**src/rtl/seq_pkg.sv**
```systemverilog
// Shared definitions for the 0110 serial-string link (transmitter and detector side).
// Latency: n/a (constants and helpers only).
// Backpressure: n/a.
//
// Contents: FSM state codes, default header pattern, default idle line level,
// and the bit-counter width helper used by the transmitter.
package seq_pkg;

  localparam logic [1:0] S_IDLE = 2'd0;
  localparam logic [1:0] S_HDR  = 2'd1;
  localparam logic [1:0] S_DATA = 2'd2;

  localparam logic [3:0] HEADER_0110    = 4'b0110;
  // A high idle line never forms part of a 0110 match, so a detector stays parked.
  localparam logic       IDLE_LEVEL_DEF = 1'b1;

  // Counter must reach both 3 (header) and w-1 (payload).
  function automatic int cnt_width(input int w);
    return (w < 4) ? 2 : $clog2(w);
  endfunction

endpackage

```
**src/rtl/piso_shift.sv**
```systemverilog
// Parallel-in / serial-out shift register, MSB presented first.
// Latency: ser_out shows par_in[WIDTH-1] the cycle after load_en; each shift_en advances one bit.
// Backpressure: none; caller sequences load_en/shift_en.
//
// Ports:
//   clock, reset      rising-edge clock, synchronous active-high reset (clears contents)
//   load_en           capture par_in (has priority over shift_en)
//   shift_en          shift contents one place toward the MSB, zero-filling the LSB
//   par_in[WIDTH-1:0] parallel word
//   ser_out           current MSB of the register
module piso_shift #(
  parameter int WIDTH = 8
) (
  input  logic             clock,
  input  logic             reset,
  input  logic             load_en,
  input  logic             shift_en,
  input  logic [WIDTH-1:0] par_in,
  output logic             ser_out
);

  logic [WIDTH-1:0] sreg;

  always_ff @(posedge clock) begin
    if (reset) begin
      sreg <= '0;
    end else if (load_en) begin
      sreg <= par_in;
    end else if (shift_en) begin
      // Shift operator rather than a slice so WIDTH=1 stays legal.
      sreg <= sreg << 1;
    end
  end

  assign ser_out = sreg[WIDTH-1];

endmodule

```
**src/rtl/seq_tx0110.sv**
```systemverilog
// Serial frame transmitter: header (bit 3 first) then payload MSB first on a registered line.
// Latency: header bit 3 on the line one cycle after the accepted load; done pulses WIDTH+4 cycles later.
// Backpressure: ready low from acceptance until the done cycle; load while ready=0 is ignored.
//
// Ports:
//   clock, reset        rising-edge clock, synchronous active-high reset
//   load                payload valid, taken only when ready=1
//   data_in[WIDTH-1:0]  payload word, captured on the accepting edge
//   ready               can accept a load this cycle (registered)
//   busy                header or payload on the line (registered)
//   seq_out             serial line (registered)
//   done                one-cycle pulse in the first idle cycle after the last payload bit
module seq_tx0110
  import seq_pkg::*;
#(
  parameter int         WIDTH      = 8,
  parameter logic [3:0] HEADER     = HEADER_0110,
  parameter logic       IDLE_LEVEL = IDLE_LEVEL_DEF
) (
  input  logic             clock,
  input  logic             reset,
  input  logic             load,
  input  logic [WIDTH-1:0] data_in,
  output logic             ready,
  output logic             busy,
  output logic             seq_out,
  output logic             done
);

  localparam int CW = cnt_width(WIDTH);

  logic [1:0]    state;
  logic [CW-1:0] cnt;
  logic          accept;
  logic          hdr_last;
  logic          data_last;
  logic          shift_en;
  logic          ser_bit;

  // ready is high exactly while state is IDLE, so it doubles as the accept qualifier.
  assign accept    = ready && load;
  assign hdr_last  = (state == S_HDR)  && (cnt == CW'(3));
  assign data_last = (state == S_DATA) && (cnt == CW'(WIDTH - 1));
  // Payload MSB is copied to the line on the HDR->DATA edge, so the shifter
  // advances on that edge and on every payload edge except the final one.
  assign shift_en  = hdr_last || ((state == S_DATA) && !data_last);

  piso_shift #(
    .WIDTH (WIDTH)
  ) u_piso (
    .clock    (clock),
    .reset    (reset),
    .load_en  (accept),
    .shift_en (shift_en),
    .par_in   (data_in),
    .ser_out  (ser_bit)
  );

  always_ff @(posedge clock) begin
    if (reset) begin
      state   <= S_IDLE;
      cnt     <= '0;
      seq_out <= IDLE_LEVEL;
      ready   <= 1'b1;
      busy    <= 1'b0;
      done    <= 1'b0;
    end else begin
      done <= 1'b0;
      case (state)
        S_IDLE: begin
          if (load) begin
            state   <= S_HDR;
            cnt     <= '0;
            seq_out <= HEADER[3];
            ready   <= 1'b0;
            busy    <= 1'b1;
          end
        end
        S_HDR: begin
          if (hdr_last) begin
            state   <= S_DATA;
            cnt     <= '0;
            seq_out <= ser_bit;
          end else begin
            cnt     <= cnt + 1'b1;
            // cnt 0,1,2 selects header bits 2,1,0 for the following cycle.
            seq_out <= HEADER[2'd2 - cnt[1:0]];
          end
        end
        S_DATA: begin
          if (data_last) begin
            state   <= S_IDLE;
            cnt     <= '0;
            seq_out <= IDLE_LEVEL;
            ready   <= 1'b1;
            busy    <= 1'b0;
            done    <= 1'b1;
          end else begin
            cnt     <= cnt + 1'b1;
            seq_out <= ser_bit;
          end
        end
        default: begin
          state   <= S_IDLE;
          cnt     <= '0;
          seq_out <= IDLE_LEVEL;
          ready   <= 1'b1;
          busy    <= 1'b0;
        end
      endcase
    end
  end

endmodule

```
**config.mk**
```make
export PLATFORM = sky130hd
export DESIGN_NAME = seq_tx0110
export DESIGN_NICKNAME = d
export VERILOG_FILES = /design/src/rtl/seq_pkg.sv /design/src/rtl/piso_shift.sv /design/src/rtl/seq_tx0110.sv
export SDC_FILE = /design/constraint.sdc
export NUM_CORES = 1
export LEC_CHECK = 0
export BUFFER_PORTS_ARGS = -buffer_cell sky130_fd_sc_hd__buf_2
export CAP_MARGIN = 20
export CORE_MARGIN = 1
export CORE_UTILIZATION = 57
export DETAILED_ROUTE_END_ITERATION = 12
export GPL_TIMING_DRIVEN = 0
export HOLD_SLACK_MARGIN = 0.08
export PLACE_DENSITY = 0.83
export SYNTH_ARGS = -nofsm -noshare
export SYNTH_HDL_FRONTEND = slang
export SYNTH_SLANG_ARGS = --single-unit
export TNS_END_PERCENT = 5
```
**constraint.sdc**
```tcl
create_clock -name clock -period 3.1 [get_ports clock]
set_input_delay 0.62 -clock clock [delete_from_list [all_inputs] [get_ports clock]]
set_output_delay 0.62 -clock clock [all_outputs]
set_load 0.01 [all_outputs]
```
# ---- Yosys cells after proc, flatten, opt, wreduce, memory -nomap -nowiden
# Cells that the tools add are included.
dict set report classes {
  bitwise_logic 2
  magnitude_cmp 1
  eq_ne 7
  n_addsub 2
  reduce_logical 11
  mux 22
}
# op count
set op_table {}
lappend op_table {{$mux W8} 2}
lappend op_table {{$mux W3} 3}
lappend op_table {{$pmux W1 S3} 3}
lappend op_table {{$pmux W3 S3} 1}
lappend op_table {{$mux W1} 8}
lappend op_table {{$mux W2} 3}
lappend op_table {{$ne A2 B2 Y1 const B} 3}
lappend op_table {{$pmux W2 S3} 1}
lappend op_table {{$reduce_and A3 Y1} 2}
lappend op_table {{$logic_and A1 B1 Y1} 4}
lappend op_table {{$add A3 B1 Y3 const B} 1}
lappend op_table {{$eq A3 B2 Y1 const B} 1}
lappend op_table {{$eq A3 B3 Y1 const B} 1}
lappend op_table {{$lt A2 B3 Y1 const B} 1}
lappend op_table {{$bmux W1 S2} 1}
lappend op_table {{$eq A2 B1 Y1 const B} 1}
lappend op_table {{$eq A2 B2 Y1 const B} 1}
lappend op_table {{$logic_not A2 Y1} 1}
lappend op_table {{$not A1 Y1} 2}
lappend op_table {{$reduce_bool A2 Y1} 1}
lappend op_table {{$reduce_or A2 Y1} 1}
lappend op_table {{$sub A2 B2 Y2 const A} 1}
lappend op_table {{$logic_not A1 Y1} 1}
lappend op_table {{$logic_or A1 B1 Y1} 1}
dict set report word_totals {
  output_inout_bits 4
  wordCells 52
  in_bits 11
  regBits 17
}

# ---- Depth between registers and ports, before layout
dict set report logic_depth {
  depth_word 7
  depth_mapped 6
  mapped_depth_nobuf 5
}

# ---- Cells and area by module
# Synthesis repeated with hierarchy kept, for this count alone.
dict set report hier_totals {
  hier_cells 92
  area_unflattened_um2 908.4
}
# mod n_inst area_each_um2 cells_per_inst seq_area_each_um2
set by_module_without_submodules {}
lappend by_module_without_submodules {seq_tx0110 1 539.3 57 180.2}
lappend by_module_without_submodules {piso_shift 1 369.1 35 160.2}

# ---- Worst setup path before layout
# OpenSTA, ideal clock, no wires.
dict set report synth_timing {
  path_kind {reg-to-reg}
  start {reg state[0]}
  end {reg ready}
  period_less_slack_ns 1.593
  setup_ns 0.120
  path_buffers 0
  t_arrival_ns 1.473
  slack_ns 1.507
  stages_incl_launch_ff 6
  path_cell_list {dfxtp_1 > inv_1 > ha_1 > nor2b_2 > or3_1 > a211o_1}
}
dict set report synth_via {
  elab_chain_len 4
  word_cells_on_any_way 9
  classes_between {eq/ne: 4; mux: 1; bitwise: 1; reduce/logical: 3}
}
# element line
set synth_rtl {}
lappend synth_rtl {{start, declared} seq_tx0110.sv:32} ;# logic [1:0] state;
lappend synth_rtl {{start signal, assigned} seq_tx0110.sv:61} ;# state <= S_IDLE;
lappend synth_rtl {{start signal, assigned} seq_tx0110.sv:72} ;# state <= S_HDR;
lappend synth_rtl {{start signal, assigned} seq_tx0110.sv:81} ;# state <= S_DATA;
lappend synth_rtl {{$eq A2 B2 Y1} {seq_tx0110.sv:43, seq_tx0110.sv:69}}
lappend synth_rtl {{$logic_and A1 B1 Y1} seq_tx0110.sv:43} ;# assign data_last = (state == S_DATA) && (cnt == CW'(WIDTH - 1));
lappend synth_rtl {{$ne A2 B2 Y1 (no line)} n/a}
lappend synth_rtl {{$reduce_and A3 Y1 (no line)} n/a}
lappend synth_rtl {{end signal, assigned} seq_tx0110.sv:64} ;# ready <= 1'b1;
lappend synth_rtl {{end signal, assigned} seq_tx0110.sv:75} ;# ready <= 1'b0;
lappend synth_rtl {{end signal, assigned} seq_tx0110.sv:95} ;# ready <= 1'b1;
lappend synth_rtl {{end, declared} seq_tx0110.sv:24} ;# output logic ready,
# Several ways; a longest one is shown, not always the timed one.
# A chain may end at the register's enable or synchronous reset.

# ---- Worst setup path after layout
# Same ends and word-level chain as after synthesis.

==> impl.org <==
** STA
- Post-layout min period :: 1730 ps
- Slew at the pin closest to its max-slew limit :: 470 ps
- Slew margin rel. :: 0.684
- Period Utilization, post-route :: 0.559
- Post-route worst setup slack :: 1370 ps
- For the final database, setup skew stands at 6.54 ps.
- Final number of max-transition violations :: 0
- Setup repair after global routing left no endpoint under its margin.
- Fmax :: 578 MHz
- The total count of hold-check failures in the final report is 0.
- Setup violations remaining at the end of the flow were counted as 0.
- Setup_tns :: 0 ps

** Setup path
- For this design, the slowest cell found on the critical path is sky130_fd_sc_hd__dfxtp_1.
- Number of buffer and inverter stages on the critical path :: 1
- For this run, the slowest stage of the critical path takes around 400 ps.
- Arr. time, crit path :: approximately 1900 ps
- STA classifies the critical path startpoint as a register.
- STA puts the critical path data required time at 3300 ps.
- On the critical path the largest part of the delay comes from simple AND/OR/NAND/NOR gates.
- Worst-case reg-to-reg path depth :: 5
- Along the worst path, the maximum fanout reaches 7.
- Endpoint type of the worst setup path :: register
- The worst setup path is of the register to register kind.
- Counting buffers and inverters, the worst setup path is 5 cells deep.
- The signal on the critical path passes through inv_1 -> ha_1 -> nor2b_2 -> or3_1 -> a211o_1.

** Logic synthesis
- By area the synthesized netlist is led by sky130_fd_sc_hd__dfxtp_1 (38%), sky130_fd_sc_hd__ha_1 (11%), sky130_fd_sc_hd__a311oi_1 (6.9%), sky130_fd_sc_hd__nand3_1 (5.6%), sky130_fd_sc_hd__nor3_1 (5.6%).
- Counting flops with a built-in enable in the synthesized netlist gives 0.
- Synth Net Count :: 120
- Of the synthesized area, sequential elements account for 0.384.
- In this run the cell area of the synthesized design comes to slightly below 900 µm².
- For this run, asynchronously set or reset flops after synthesis account for 0.
- Primary FF master, synth :: sky130_fd_sc_hd__dfxtp_1
- Yosys mapped the design onto 26 distinct sky130hd cell types.
- Post-synthesis instance total :: 101
- sky130_fd_sc_hd__dfxtp_1 takes more of the synthesized area than any other cell.
- Averaged over all synthesized cells, the footprint is 8.78 µm².
- The share of synthesized area in the top cell type comes to 0.384.
- Synth warnings :: 0
- Number of flip-flops and latches in the synthesized netlist :: 17

** Clock tree
- Post-CTS setup buffer count :: 0
- CTS tree :: built
- Root buffer cell :: sky130_fd_sc_hd__clkbuf_4
- Clock slew at the register clock pins of the worst setup and hold paths :: 110 ps
- In this run, post-CTS repair resized a total of 0 instances.
- Clock sink count :: 17
- CTS built an H-tree with a depth of 1.
- Counting along the longest clock path gives a buffer depth of 2.
- Total clock buffers created by CTS :: 3
- After clock tree synthesis, the flow added hold-fix buffers numbering 0.
- Latest clock arrival within the worst-skew pair :: 290 ps

** Global route
- Entering global routing, the biggest net connects 11 pins.
- Number of antenna violations at the first check in global routing :: 0
- Total global routing overflow :: 0
- The first global-routing pass estimated between 3 and 4 mm of wire.
- Vias in the first global route :: 702
- Aggregate global-route resource usage :: 0.235

** Die
- Full die area :: 1720 µm²
- Count of boundary I/O pins :: 15
- Floorplan row count :: 13
- The initial utilization of the core area, before any placement, comes to 0.649.
- Vert. Die Dim :: 41.5 µm
- Horiz. Die Dim :: 41.5 µm
- The core region is approximately 1400 µm².

** Finish
- Share of final-layout standard cells stronger than drive strength 1 :: 0.161
- At the end of the flow the core is filled with cells to 0.731.
- The area growth from synthesis to layout is 12.6%.
- Leaving out fill and tap cells, the most frequent cell in the layout is sky130_fd_sc_hd__dfxtp_1.
- Cell area after layout :: 998 µm²
- Ant. Diodes :: 0
- Number of nets in the finished design :: 138
- Highest-count cells in the layout ignoring fill and taps :: sky130_fd_sc_hd__dfxtp_1 (17), sky130_fd_sc_hd__buf_2 (14), sky130_fd_sc_hd__nand2_1 (12)

** Outcome
- Result of the run :: finished, final reports clean

** Route
- The first detailed-routing pass took 4 iterations.
- Average wire per standard cell :: 14.2 µm
- The routed design has 1.88 mm of wire.
- Vias per inst :: a little over 6
- After detailed routing, the number of remaining DRC violations is 0.
- The first routing iteration left 23 violations.
- The count of nets left with antenna violations once routing finished came out at 0.
- For this block, the via count after detailed routing is 806.

** Power
- Total power for the finished layout comes to 0.887 mW.
- In this run the static leakage power is approximately 0.43 nW.
- Dividing total power by cell area gives a power density of approximately 890 nW/µm².
- Across the VDD grid, the largest voltage drop is 0.570 mV.

** Hold path
- The worst hold path belongs to the class register to register.
- Counting instances, the worst hold path has a depth of 2.

** Placement
- Placed cell area :: 971 µm²
- Timing analysis after detailed placement gives a worst setup slack of 1360 ps.
- Final weighted congestion in routability-driven placement :: roughly 0.74
- Post-detailed-placement half-perimeter wirelength :: approximately 1.4 mm
- During placement, the flow inserted port buffers numbering 13.

** Run
- Max Cap Viol :: 0
## report_power, final
group / total, mW / leakage, nW / switching, mW / internal (mW)
combinational: 0.429 / 0.274 / 0.254 / 0.175
clock: 0.121 / 0.0177 / 0.0731 / 0.0480
sequential: 0.336 / 0.140 / 0.0483 / 0.288
total: 0.887 / 0.432 / 0.375 / 0.512
## synthesized netlist by cell type, drive strengths merged (3+ instances only)
| master | count |
|---|---|
| ha | 8 |
| nand3 | 10 |
| nor3 | 10 |
| clkbuf | 4 |
| a211oi | 3 |
| a21oi | 4 |
| nor2b | 3 |
| dfxtp | 17 |
| a311oi | 7 |
| nand2 | 12 |
| inv | 4 |
## final cells by class
| cell class | instances | area (µm²) |
|---|---|---|
| well taps | 15 | 18.8 |
| clock inverters | 1 | 5.00 |
| repair buffers | 13 | 65.1 |
| multi-input cells | 75 | 512 |
| inverters | 4 | 15.0 |
| flip-flops and latches | 17 | 340 |
| clock buffers | 3 | 22.5 |
| plain buffers | 5 | 20.0 |
| fillers | 121 | 368 |
## final timing paths
| path | startpoint | to | slack (ps) |
|---|---|---|---|
| worst max-delay path | state[0] | ready | 1370 |
| worst min register to register | busy | busy | 470 |
| worst max register to register | state[0] | ready | 1370 |
| worst min-delay path | busy | busy | 470 |
## metal layers
layer	vias to the layer above	wire (µm)	GRT usage
met5	-	0	0
met4	0	31	0.110
met3	4	99	0.0261
met2	24	865	0.353
met1	366	887	0.335
li1	412	-	-
## state kept, by name, indices dropped and copies added, names as in the netlist
signal and count:
cnt 3, state 2, u_piso.sreg 8, ready 1, busy 1, done 1, seq_out 1
## metrics by stage
| stage | hold slack [ps] | cells |
|---|---|---|
| 2_1_floorplan | 444 | 101 |
| 3_3_place_gp | 455 | 129 |
| 6_report | 474 | 133 |
| 4_1_cts | 480 | 133 |
| 3_5_place_dp | 466 | 129 |
| 5_1_grt | 504 | 133 |
## kinds of logic after synthesis
group | Yosys count | synth area share
simple gates | 43 | 0.252
compound gates | 23 | 0.202
flops | 17 | 0.384
buf+inv | 9 | 0.0395
fa+ha+maj | 8 | 0.113
xor+xnor | 1 | 0.00987
## tightest hold or removal path: cells and delay by family (launching register included)
family,cells,cell delay (ps)
flip-flops,1,320
AO/OA/AOI/OAI,2,120
(Power assumes the default switching activity.)
